File: src/rtl/ram512_arbiter_pkg.sv
// Shared memory-subsystem definitions: RAM geometry and arbiter state encoding.
package mem_pkg;

    localparam int DATA_W = 16;
    localparam int ADDR_W = 9;

    typedef enum logic [1:0] {
        ST_IDLE   = 2'd0,
        ST_ACCESS = 2'd1,
        ST_DONE   = 2'd2
    } state_t;

endpackage

File: src/rtl/ram512_arbiter_if.sv
// Bus bundle between the two requesters, the arbiter and the ram512 ports.
// master: requester/RAM side, slave: the arbiter.
interface ram512_arbiter_if;
    import mem_pkg::*;

    logic              req0;
    logic              we0;
    logic [ADDR_W-1:0] addr0;
    logic [DATA_W-1:0] wdata0;
    logic              ack0;
    logic [DATA_W-1:0] rdata0;

    logic              req1;
    logic              we1;
    logic [ADDR_W-1:0] addr1;
    logic [DATA_W-1:0] wdata1;
    logic              ack1;
    logic [DATA_W-1:0] rdata1;

    logic [ADDR_W-1:0] ram_address;
    logic [DATA_W-1:0] ram_in;
    logic              ram_load;
    logic [DATA_W-1:0] ram_out;
    logic              busy;

    modport master (
        output req0, we0, addr0, wdata0,
        output req1, we1, addr1, wdata1,
        input  ack0, rdata0, ack1, rdata1,
        input  ram_address, ram_in, ram_load, busy,
        output ram_out
    );

    modport slave (
        input  req0, we0, addr0, wdata0,
        input  req1, we1, addr1, wdata1,
        output ack0, rdata0, ack1, rdata1,
        output ram_address, ram_in, ram_load, busy,
        input  ram_out
    );

endinterface

File: src/rtl/ram512_arbiter_rr_arbiter2.sv
// Two-way round-robin pick: a lone requester wins, on contention the port
// that was not granted last wins.
module rr_arbiter2 (
    input  logic i_req0,
    input  logic i_req1,
    input  logic i_last_grant,
    output logic o_valid,
    output logic o_grant
);

    // Combinational winner selection
    always_comb begin
        o_valid = i_req0 | i_req1;
        o_grant = 1'b0;
        if (i_req0 && i_req1)
            o_grant = ~i_last_grant;
        else if (i_req1)
            o_grant = 1'b1;
    end

endmodule

File: src/rtl/ram512_arbiter.sv
// Round-robin arbiter sharing one ram512 between two req/ack requesters.
// Each access runs IDLE -> ACCESS -> DONE; the command is registered at the
// grant so requester inputs may change freely once granted.
// Optional: define RAM512_ARB_STATS_EN to add saturating per-port grant counters.
module ram512_arbiter
    import mem_pkg::*;
(
    input  logic                clk,
    input  logic                reset,
    ram512_arbiter_if.slave     bus
`ifdef RAM512_ARB_STATS_EN
    ,
    output logic [15:0]         o_grant_cnt0,
    output logic [15:0]         o_grant_cnt1
`endif
);

    state_t            r_state;
    state_t            w_next;
    logic              w_grant;
    logic              w_gnt_vld;
    logic              w_gnt_idx;

    logic              r_last_grant;
    logic              r_cmd_port;
    logic              r_cmd_we;
    logic [ADDR_W-1:0] r_cmd_addr;
    logic [DATA_W-1:0] r_cmd_wdata;

    logic              r_ack0;
    logic              r_ack1;
    logic [DATA_W-1:0] r_rdata0;
    logic [DATA_W-1:0] r_rdata1;

    rr_arbiter2 u_rr (
        .i_req0       (bus.req0),
        .i_req1       (bus.req1),
        .i_last_grant (r_last_grant),
        .o_valid      (w_gnt_vld),
        .o_grant      (w_gnt_idx)
    );

    // State register
    always_ff @(posedge clk) begin
        if (reset)
            r_state <= ST_IDLE;
        else
            r_state <= w_next;
    end

    // Next-state logic; arbitration only takes effect in IDLE
    always_comb begin
        w_next  = r_state;
        w_grant = 1'b0;
        case (r_state)
            ST_IDLE: begin
                if (w_gnt_vld) begin
                    w_grant = 1'b1;
                    w_next  = ST_ACCESS;
                end
            end
            ST_ACCESS: w_next = ST_DONE;
            ST_DONE:   w_next = ST_IDLE;
            default:   w_next = ST_IDLE;
        endcase
    end

    // Latch the winner's command and remember it for round-robin fairness
    always_ff @(posedge clk) begin
        if (reset) begin
            r_last_grant <= 1'b1;
            r_cmd_port   <= 1'b0;
            r_cmd_we     <= 1'b0;
            r_cmd_addr   <= '0;
            r_cmd_wdata  <= '0;
        end else if (w_grant) begin
            r_last_grant <= w_gnt_idx;
            r_cmd_port   <= w_gnt_idx;
            r_cmd_we     <= w_gnt_idx ? bus.we1    : bus.we0;
            r_cmd_addr   <= w_gnt_idx ? bus.addr1  : bus.addr0;
            r_cmd_wdata  <= w_gnt_idx ? bus.wdata1 : bus.wdata0;
        end
    end

    // Capture RAM output in ACCESS (pre-write value on writes) and pulse ack in DONE
    always_ff @(posedge clk) begin
        if (reset) begin
            r_ack0   <= 1'b0;
            r_ack1   <= 1'b0;
            r_rdata0 <= '0;
            r_rdata1 <= '0;
        end else begin
            r_ack0 <= 1'b0;
            r_ack1 <= 1'b0;
            if (r_state == ST_ACCESS) begin
                if (r_cmd_port) begin
                    r_ack1   <= 1'b1;
                    r_rdata1 <= bus.ram_out;
                end else begin
                    r_ack0   <= 1'b1;
                    r_rdata0 <= bus.ram_out;
                end
            end
        end
    end

    // Load is gated with reset so an abandoned ACCESS never writes
    assign bus.ram_address = r_cmd_addr;
    assign bus.ram_in      = r_cmd_wdata;
    assign bus.ram_load    = (r_state == ST_ACCESS) & r_cmd_we & ~reset;
    assign bus.busy        = (r_state != ST_IDLE);
    assign bus.ack0        = r_ack0;
    assign bus.ack1        = r_ack1;
    assign bus.rdata0      = r_rdata0;
    assign bus.rdata1      = r_rdata1;

`ifdef RAM512_ARB_STATS_EN
    logic [15:0] r_cnt0;
    logic [15:0] r_cnt1;

    // Saturating grant counters, bumped on entry to ACCESS
    always_ff @(posedge clk) begin
        if (reset) begin
            r_cnt0 <= '0;
            r_cnt1 <= '0;
        end else if (w_grant) begin
            if (!w_gnt_idx && r_cnt0 != 16'hFFFF)
                r_cnt0 <= r_cnt0 + 16'd1;
            if (w_gnt_idx && r_cnt1 != 16'hFFFF)
                r_cnt1 <= r_cnt1 + 16'd1;
        end
    end

    assign o_grant_cnt0 = r_cnt0;
    assign o_grant_cnt1 = r_cnt1;
`endif

endmodule

File: src/flat_wrapper.sv
// flat-port wrapper written by rule: the top's interface ports become plain ports
module ram512_arbiter_flat import mem_pkg::*;
  (clk, reset, bus_req0, bus_we0, bus_addr0, bus_wdata0, bus_req1, bus_we1, bus_addr1, bus_wdata1, bus_ack0, bus_rdata0, bus_ack1, bus_rdata1, bus_ram_address, bus_ram_in, bus_ram_load, bus_busy, bus_ram_out);
  ram512_arbiter_if bus_i ();
  input  logic clk;
  input  logic reset;
  input wire logic [$bits(bus_i.req0)-1:0] bus_req0;
  input wire logic [$bits(bus_i.we0)-1:0] bus_we0;
  input wire logic [$bits(bus_i.addr0)-1:0] bus_addr0;
  input wire logic [$bits(bus_i.wdata0)-1:0] bus_wdata0;
  input wire logic [$bits(bus_i.req1)-1:0] bus_req1;
  input wire logic [$bits(bus_i.we1)-1:0] bus_we1;
  input wire logic [$bits(bus_i.addr1)-1:0] bus_addr1;
  input wire logic [$bits(bus_i.wdata1)-1:0] bus_wdata1;
  output wire logic [$bits(bus_i.ack0)-1:0] bus_ack0;
  output wire logic [$bits(bus_i.rdata0)-1:0] bus_rdata0;
  output wire logic [$bits(bus_i.ack1)-1:0] bus_ack1;
  output wire logic [$bits(bus_i.rdata1)-1:0] bus_rdata1;
  output wire logic [$bits(bus_i.ram_address)-1:0] bus_ram_address;
  output wire logic [$bits(bus_i.ram_in)-1:0] bus_ram_in;
  output wire logic [$bits(bus_i.ram_load)-1:0] bus_ram_load;
  output wire logic [$bits(bus_i.busy)-1:0] bus_busy;
  input wire logic [$bits(bus_i.ram_out)-1:0] bus_ram_out;
  assign bus_i.req0 = bus_req0;
  assign bus_i.we0 = bus_we0;
  assign bus_i.addr0 = bus_addr0;
  assign bus_i.wdata0 = bus_wdata0;
  assign bus_i.req1 = bus_req1;
  assign bus_i.we1 = bus_we1;
  assign bus_i.addr1 = bus_addr1;
  assign bus_i.wdata1 = bus_wdata1;
  assign bus_ack0 = bus_i.ack0;
  assign bus_rdata0 = bus_i.rdata0;
  assign bus_ack1 = bus_i.ack1;
  assign bus_rdata1 = bus_i.rdata1;
  assign bus_ram_address = bus_i.ram_address;
  assign bus_ram_in = bus_i.ram_in;
  assign bus_ram_load = bus_i.ram_load;
  assign bus_busy = bus_i.busy;
  assign bus_i.ram_out = bus_ram_out;
  ram512_arbiter u_core (.clk(clk), .reset(reset), .bus(bus_i));
endmodule
File: config.mk
export PLATFORM = sky130hd
export DESIGN_NAME = ram512_arbiter_flat
export DESIGN_NICKNAME = d
export VERILOG_FILES = /design/src/rtl/ram512_arbiter_pkg.sv /design/src/rtl/ram512_arbiter_if.sv /design/src/rtl/ram512_arbiter_rr_arbiter2.sv /design/src/rtl/ram512_arbiter.sv /design/src/flat_wrapper.sv
export SDC_FILE = /design/constraint.sdc
export NUM_CORES = 1
export LEC_CHECK = 0
export ABC_AREA = 1
export CORE_MARGIN = 3
export CORE_UTILIZATION = 39
export CTS_BUF_LIST = sky130_fd_sc_hd__clkbuf_4
export CTS_CLUSTER_DIAMETER = 200
export DETAILED_ROUTE_END_ITERATION = 10
export HOLD_SLACK_MARGIN = 0.03
export PLACE_DENSITY_LB_ADDON = 0.15
export SYNTH_ARGS = -nofsm -noshare
export SYNTH_HDL_FRONTEND = slang
export SYNTH_SLANG_ARGS = --single-unit
File: constraint.sdc
create_clock -name clk -period 0.99 [get_ports clk]
set_input_delay 0.198 -clock clk [delete_from_list [all_inputs] [get_ports clk]]
set_output_delay 0.198 -clock clk [all_outputs]
set_load 0.1 [all_outputs]
==> flow_metrics.py, run 1 <==
metrics = {
    "outcome": {
        "status": "finished with violations",
        "violations": "negative setup slack",
    },
    "flow_run": {
        "cap_violations": 0,
    },
    "synthesis": {
        "ys_seq_area_frac": 0.420,
        "synth_cells": 454,
        "yosys.area_share.simple": 0.366,
        "synth_xor_xnor_area_share": 0,
        "synth_compound_area_frac": 0.0947,
        "synth_seq_cells": 64,
        "ys_top_cells_by_count": "129 x nand2_1, 89 x nor2_1, 64 x dfxtp_1",
        "synth_top_family_by_area": "simple AND/OR/NAND/NOR gates",
        "yosysMostFrequentCell": "nand2_1",
        "syn_area_per_cell_sq_um": 6.72,
        "synth_cell_types": 21,
        "yosysTopAreaCell": "dfxtp_1",
        "syn_nets": 526,
        "synth_flop_cell": "dfxtp_1",
        "synth_fa_ha_area_frac": 0,
        "synth_edf_count": 0,
        "synth_top_cell_area_share": 0.420,
        "netlist_area_sq_um": 3050,
        "ys_top_cells_by_area": "dfxtp_1 42%, nand2_1 16%, nor2_1 11%",
        "yosysWarnings": 0,
        "async_flop_share": 0,
        "synth.area.mux_share": 0,
    },
    "floorplanning": {
        "initial_core_util": 0.412,
        "die_area_sq_um": 8920,
        "core_sq_um": 7410,
        "die_w_microns": 94.5,
        "die_h_microns": 94.5,
        "io_pins": 133,
        "row_count": 31,
    },
    "sta": {
        "tightestPinTransition_ns": 0.374,
        "slew_headroom": 0.751,
        "period_share": 1.51,
        "rsz0062_at_grt": "true",
        "fin_crit_ns": 1.50,
        "fin_skew_ns": 0.0233,
        "drv_slew": 0,
        "fmax_mhz": 668,
        "timing.hold.ws_ns": 0.296,
        "setup_ws_ns": -0.507,
        "hold_viol_final": 0,
        "setup_viol": 124,
    },
    "cells_and_area": {
        "seq_area_sq_um": 1400,
        "fill_cells": 390,
        "nNetsFinal": 691,
        "diodes": 0,
        "area_delta_synth_final_pct": 107,
        "drive_gt1_frac": 0.473,
        "final_util": 0.853,
        "fin_area_sq_um": 6320,
        "multi_input_area_sq_um": 1800,
    },
    "place": {
        "gp_congestion": 0.741,
        "port_buffers": 132,
        "hpwlAfterDp_mm": 6.39,
        "dpl_cell_area_sq_um": 5250,
    },
    "setup_path": {
        "cp.arrival_ns": 1.84,
        "cp.required_ns": 1.34,
        "crit_path_start_kind": "register",
        "worstSetupPathType": "register to register",
        "critical_path_peak_fanout": 4,
        "endpoint_kind": "register",
        "regToRegSetupSlack_ns": -0.51,
    },
    "global_route": {
        "grt_max_degree": 51,
        "grt_use_total": 0.242,
        "grt_pass1_vias": 3374,
        "grt_pass1_wl_mm": 16.7,
        "overflow": 0,
        "antenna_found_initial": 0,
    },
    "clock_network": {
        "clkLatencyLatePin_ns": 0.43,
        "tritoncts": "done",
        "numCtsBuffers": 9,
        "clockBufferDepth": 2,
        "clk_pin_slew_ns": 0.13,
        "htreeDepth": 3,
        "cts_root_buf": "clkbuf_4",
        "cts_sinks": 64,
    },
    "route": {
        "postRouteAntennaNets": 0,
        "viasPerCell": 5.08,
        "wire_per_inst_microns": 17.4,
        "wl_mm": 12.6,
        "drt_iter0_drc": 139,
        "via_count": 3671,
        "drc": 0,
        "first_pass_iters": 4,
    },
    "power": {
        "ir_drop_mv": 0.844,
        "p_leak_uw": 0.00272,
        "p_per_area_nw_per_um2": 1550,
    },
    "worst_hold_path": {
        "worstHoldPathType": "input port to register",
    },
}
path summary, 6_finish.rpt:
check                                                    endpoint                         startpoint  cells past startpoint
worst max-delay path            u_core.bus.rdata1[1]$_SDFFE_PP0P_     u_core.r_state[0]$_SDFFE_PP0P_                      7
worst min-delay path               u_core.r_cmd_port$_SDFFE_PP0P_                           bus_req1                      4
worst max register to register  u_core.bus.rdata1[1]$_SDFFE_PP0P_     u_core.r_state[0]$_SDFFE_PP0P_                      7
worst min register to register  u_core.bus.rdata1[5]$_SDFFE_PP0P_  u_core.bus.rdata1[5]$_SDFFE_PP0P_                      2
cells by family (layout without fill, tap and decap cells):
| family | after synthesis | in the layout |
|---|---|---|
| AOI/OAI and AO/OA | 44 | 44 |
| buffers and inverters | 78 | 248 |
| DFF | 64 | 64 |
| and+or+nand+nor | 268 | 268 |
report_power, final:
| part | leakage (uW) | internal [uW] | switching, uW |
|---|---|---|---|
| registers | 0.000554 | 2810 | 236 |
| logic | 0.00207 | 1760 | 2600 |
| clock network | 0.0000961 | 1280 | 1100 |
| total | 0.00272 | 5850 | 3930 |
critical path, stage by stage (launching register included):
cell and delay [ns]:
dfxtp_2 0.37, buf_4 0.12, buf_6 0.11, buf_8 0.11, buf_12 0.11, buf_4 0.14
nand4_1 0.20, a21oi_2 0.26
sequential cells by signal (all words and copies together), names as in the netlist:
name / count
u_core.bus.ack1: 1
u_core.bus.rdata1: 16
u_core.bus.ram_address: 9
u_core.bus.ack0: 1
u_core.bus.ram_in: 16
u_core.r_cmd_port: 1
u_core.r_last_grant: 1
u_core.bus.rdata0: 16
u_core.r_state: 2
u_core.r_cmd_we: 1
routing by layer:
layer  routed length (microns)  GRT usage  share of wire
met5                         0          0              0
met1                      4330      0.247           0.34
met4                       552      0.105          0.044
met2                      6620      0.463           0.53
met3                      1070     0.0590          0.085
layout make-up:
type / instances / share of cell area
Timing Repair Buffer: 186 / 0.416
Multi-Input combinational cell: 312 / 0.285
Sequential cell: 64 / 0.221
Inverter: 46 / 0.0281
Tap cell: 99 / 0.0196
Clock inverter: 7 / 0.0190
Clock buffer: 9 / 0.0107
cells in the final DEF (no fill, tap or decap), drive strengths merged:
cell,netlist,final
nand2,130,130
buf,25,113
nor2,91,91
clkdlybuf4s50,0,70
dfxtp,64,64
inv,45,45
nand3,30,30
a21boi,26,26
a21oi,17,17
nand4,16,16
clkbuf,7,12
clkinv,1,4
bufinv,0,3
nand3b,1,1
o21ai,1,1
clkinvlp,0,1
metrics by stage:
stage / setup slack [ns] / power [uW] / std cells / TNS, ns
detailed placement: -0.451 / 6830 / 674 / -20.38
finish: -0.507 / 9780 / 723 / -33.81
global route: -0.565 / 10100 / 723 / -38.96
CTS: -0.468 / 9520 / 708 / -26.55
global placement: -0.423 / 6770 / 674 / -19.82
floorplan: -0.422 / 5360 / 454 / -6.76
repair_timing:
item	CTS	global route
setup buffers	11	16
hold buffers	0	0
resized for setup	86	81
pin swaps	31	24
cloned	8	0
endpoints found under the setup margin	123	124
(Power assumes the default switching activity.)
==> inputs of run 2 (changes only) <==
--- a/config.mk
+++ b/config.mk
@@ -7,7 +7,7 @@
 export LEC_CHECK = 0
 export ABC_AREA = 1
 export CORE_MARGIN = 3
-export CORE_UTILIZATION = 39
+export CORE_UTILIZATION = 47
 export CTS_BUF_LIST = sky130_fd_sc_hd__clkbuf_4
 export CTS_CLUSTER_DIAMETER = 200
 export DETAILED_ROUTE_END_ITERATION = 10
==> constraint.sdc (replaced) <==
create_clock -name clk -period 1.75 [get_ports clk]
set_input_delay 0.35 -clock clk [delete_from_list [all_inputs] [get_ports clk]]
set_output_delay 0.35 -clock clk [all_outputs]
set_load 0.1 [all_outputs]
==> run 2 against run 1 <==
Effect of this change:
- the run now ends clean
- sequential share of layout area grew 2.7 points
- global-route usage shrank 0.57 points
- final cell count shrank 9.4%
- via count shrank 11%
- critical path depth shrank 3
- first-iteration DRC count shrank 47%
- design area shrank 18%
- routed wire length shrank 31%
- utilization shrank 0.68 points
- flip-flop and latch count is the same
- worst hold slack gained 0.042 ns
- largest cell class unchanged
==> flow_metrics.py, run 2 (synthesis results as in run 1) <==
metrics = {
    "outcome": {
        "status": "completed",
    },
    "global_route": {
        "grt_pass1_wl_mm": 13.8,
        "grt_max_degree": 53,
        "grt_use_total": 0.236,
        "antenna_found_initial": 0,
        "overflow": 0,
        "grt_pass1_vias": 3047,
    },
    "cells_and_area": {
        "final_cell_mix": "128 x nand2_1, 88 x nor2_1, 70 x clkdlybuf4s50_1",
        "diodes": 0,
        "nNetsFinal": 647,
        "layout_commonest_cell": "nand2_1",
        "area_delta_synth_final_pct": 69.1,
        "drive_gt1_frac": 0.171,
    },
    "sta": {
        "tightestPinTransition_ns": 0.462,
        "setup_viol": 0,
        "slew_headroom": 0.692,
        "fmax_mhz": 606,
        "rsz0062_at_grt": "false",
        "drv_slew": 0,
        "fin_crit_ns": 1.65,
        "tns_ns": 0,
        "fin_skew_ns": 0.0167,
        "hold_viol_final": 0,
        "period_share": 0.944,
    },
    "place": {
        "hpwlAfterDp_mm": 6.31,
        "port_buffers": 132,
        "gp_congestion": 0.769,
    },
    "clock_network": {
        "clk_pin_slew_ns": 0.10,
        "cts_sinks": 64,
        "ctsHoldBuffers": 0,
        "clockBufferDepth": 2,
        "post_cts.repair.setup_buffers": 0,
        "cts_root_buf": "clkbuf_4",
        "tritoncts": "done",
        "clkLatencyLatePin_ns": 0.41,
        "htreeDepth": 3,
        "numCtsBuffers": 9,
    },
    "route": {
        "via_count": 3258,
        "wl_mm": 8.70,
        "drc": 0,
        "wire_per_inst_microns": 13.3,
        "postRouteAntennaNets": 0,
        "first_pass_iters": 4,
        "viasPerCell": 4.97,
        "drt_iter0_drc": 74,
    },
    "power": {
        "p_per_area_nw_per_um2": 922,
        "p_leak_uw": 0.00230,
        "ir_drop_mv": 0.611,
        "power_uw": 4760,
    },
    "setup_path": {
        "cp.required_ns": 1.40,
        "crit_path_start_kind": "register",
        "worst-path-buf-inv": 2,
        "crit_path_top_delay_cell": "dfxtp_1",
        "worstSetupPathType": "register to output port",
        "crit_chain": "inv_4 > nand3_2 > nor2_4 > buf_12",
        "critical-path-top-delay-family": "flip-flops",
        "critical_path_peak_fanout": 11,
        "endpoint_kind": "output port",
        "cp.arrival_ns": 1.30,
        "slowest_delay_ns": 0.35,
    },
    "flow_run": {
        "cap_violations": 0,
    },
    "floorplanning": {
        "row_count": 28,
        "initial_core_util": 0.501,
        "core_sq_um": 6100,
        "die_area_sq_um": 7500,
        "die_w_microns": 86.6,
        "io_pins": 133,
        "die_h_microns": 86.6,
    },
    "worst_hold_path": {
        "worstHoldPathType": "input port to register",
    },
}
-- run 2: metal layers --
layer	part of all wire	vias to the layer above	GRT usage	routed length [microns]
li1	-	1646	-	-
met1	0.37	1467	0.251	3260
met2	0.52	128	0.425	4550
met3	0.082	17	0.0732	716
met4	0.020	0	0.106	178
met5	0	-	0	0
-- run 2: worst paths after layout --
path              slack [ns]                           endpoint  cells past startpoint                              start
setup / recovery         0.1                       bus_ram_load                      4     u_core.r_state[1]$_SDFFE_PP0P_
hold / removal          0.34     u_core.r_cmd_port$_SDFFE_PP0P_                      3                           bus_req1
setup reg to reg        0.34  u_core.bus.rdata1[0]$_SDFFE_PP0P_                      4     u_core.r_state[0]$_SDFFE_PP0P_
hold reg to reg         0.51  u_core.bus.rdata1[6]$_SDFFE_PP0P_                      2  u_core.bus.rdata1[6]$_SDFFE_PP0P_
-- run 2: tightest hold or removal path, cell delays in order --
cell and delay, ns:
buf_2 0.15, nand3_1 0.13, a21oi_1 0.07
-- run 2: cell type report --
type,count,area (sq um)
Clock buffer,10,75.1
Clock inverter,6,60.1
Fill cell,380,936
Inverter,46,175
Multi-Input combinational cell,312,1420
Sequential cell,64,1280
Tap cell,75,93.8
Timing Repair Buffer,142,2050
-- run 2: through the flow --
stage,util,area [sq um],setup WS [ns],hold slack (ns),cells
6_report,0.846,5160,0.0986,0.338,655
5_1_grt,0.846,5160,0.0255,0.327,655
4_1_cts,0.846,5160,0.0260,0.313,655
3_5_place_dp,0.823,5020,0.0720,0.490,639
3_3_place_gp,0.823,5020,0.0907,0.462,639
2_1_floorplan,-,3060,0.0647,0.449,454
-- run 2: power breakdown --
group	switching [uW]	internal, uW
sequential	132	1580
clock	552	444
combinational	1280	769
total	1960	2790
-- run 2: repair_timing --
| action | CTS | global route |
|---|---|---|
| setup endpoints to repair | 1 | 1 |
| pin swaps | 0 | 0 |
| gates resized for setup | 3 | 1 |
| gates cloned | 0 | 0 |
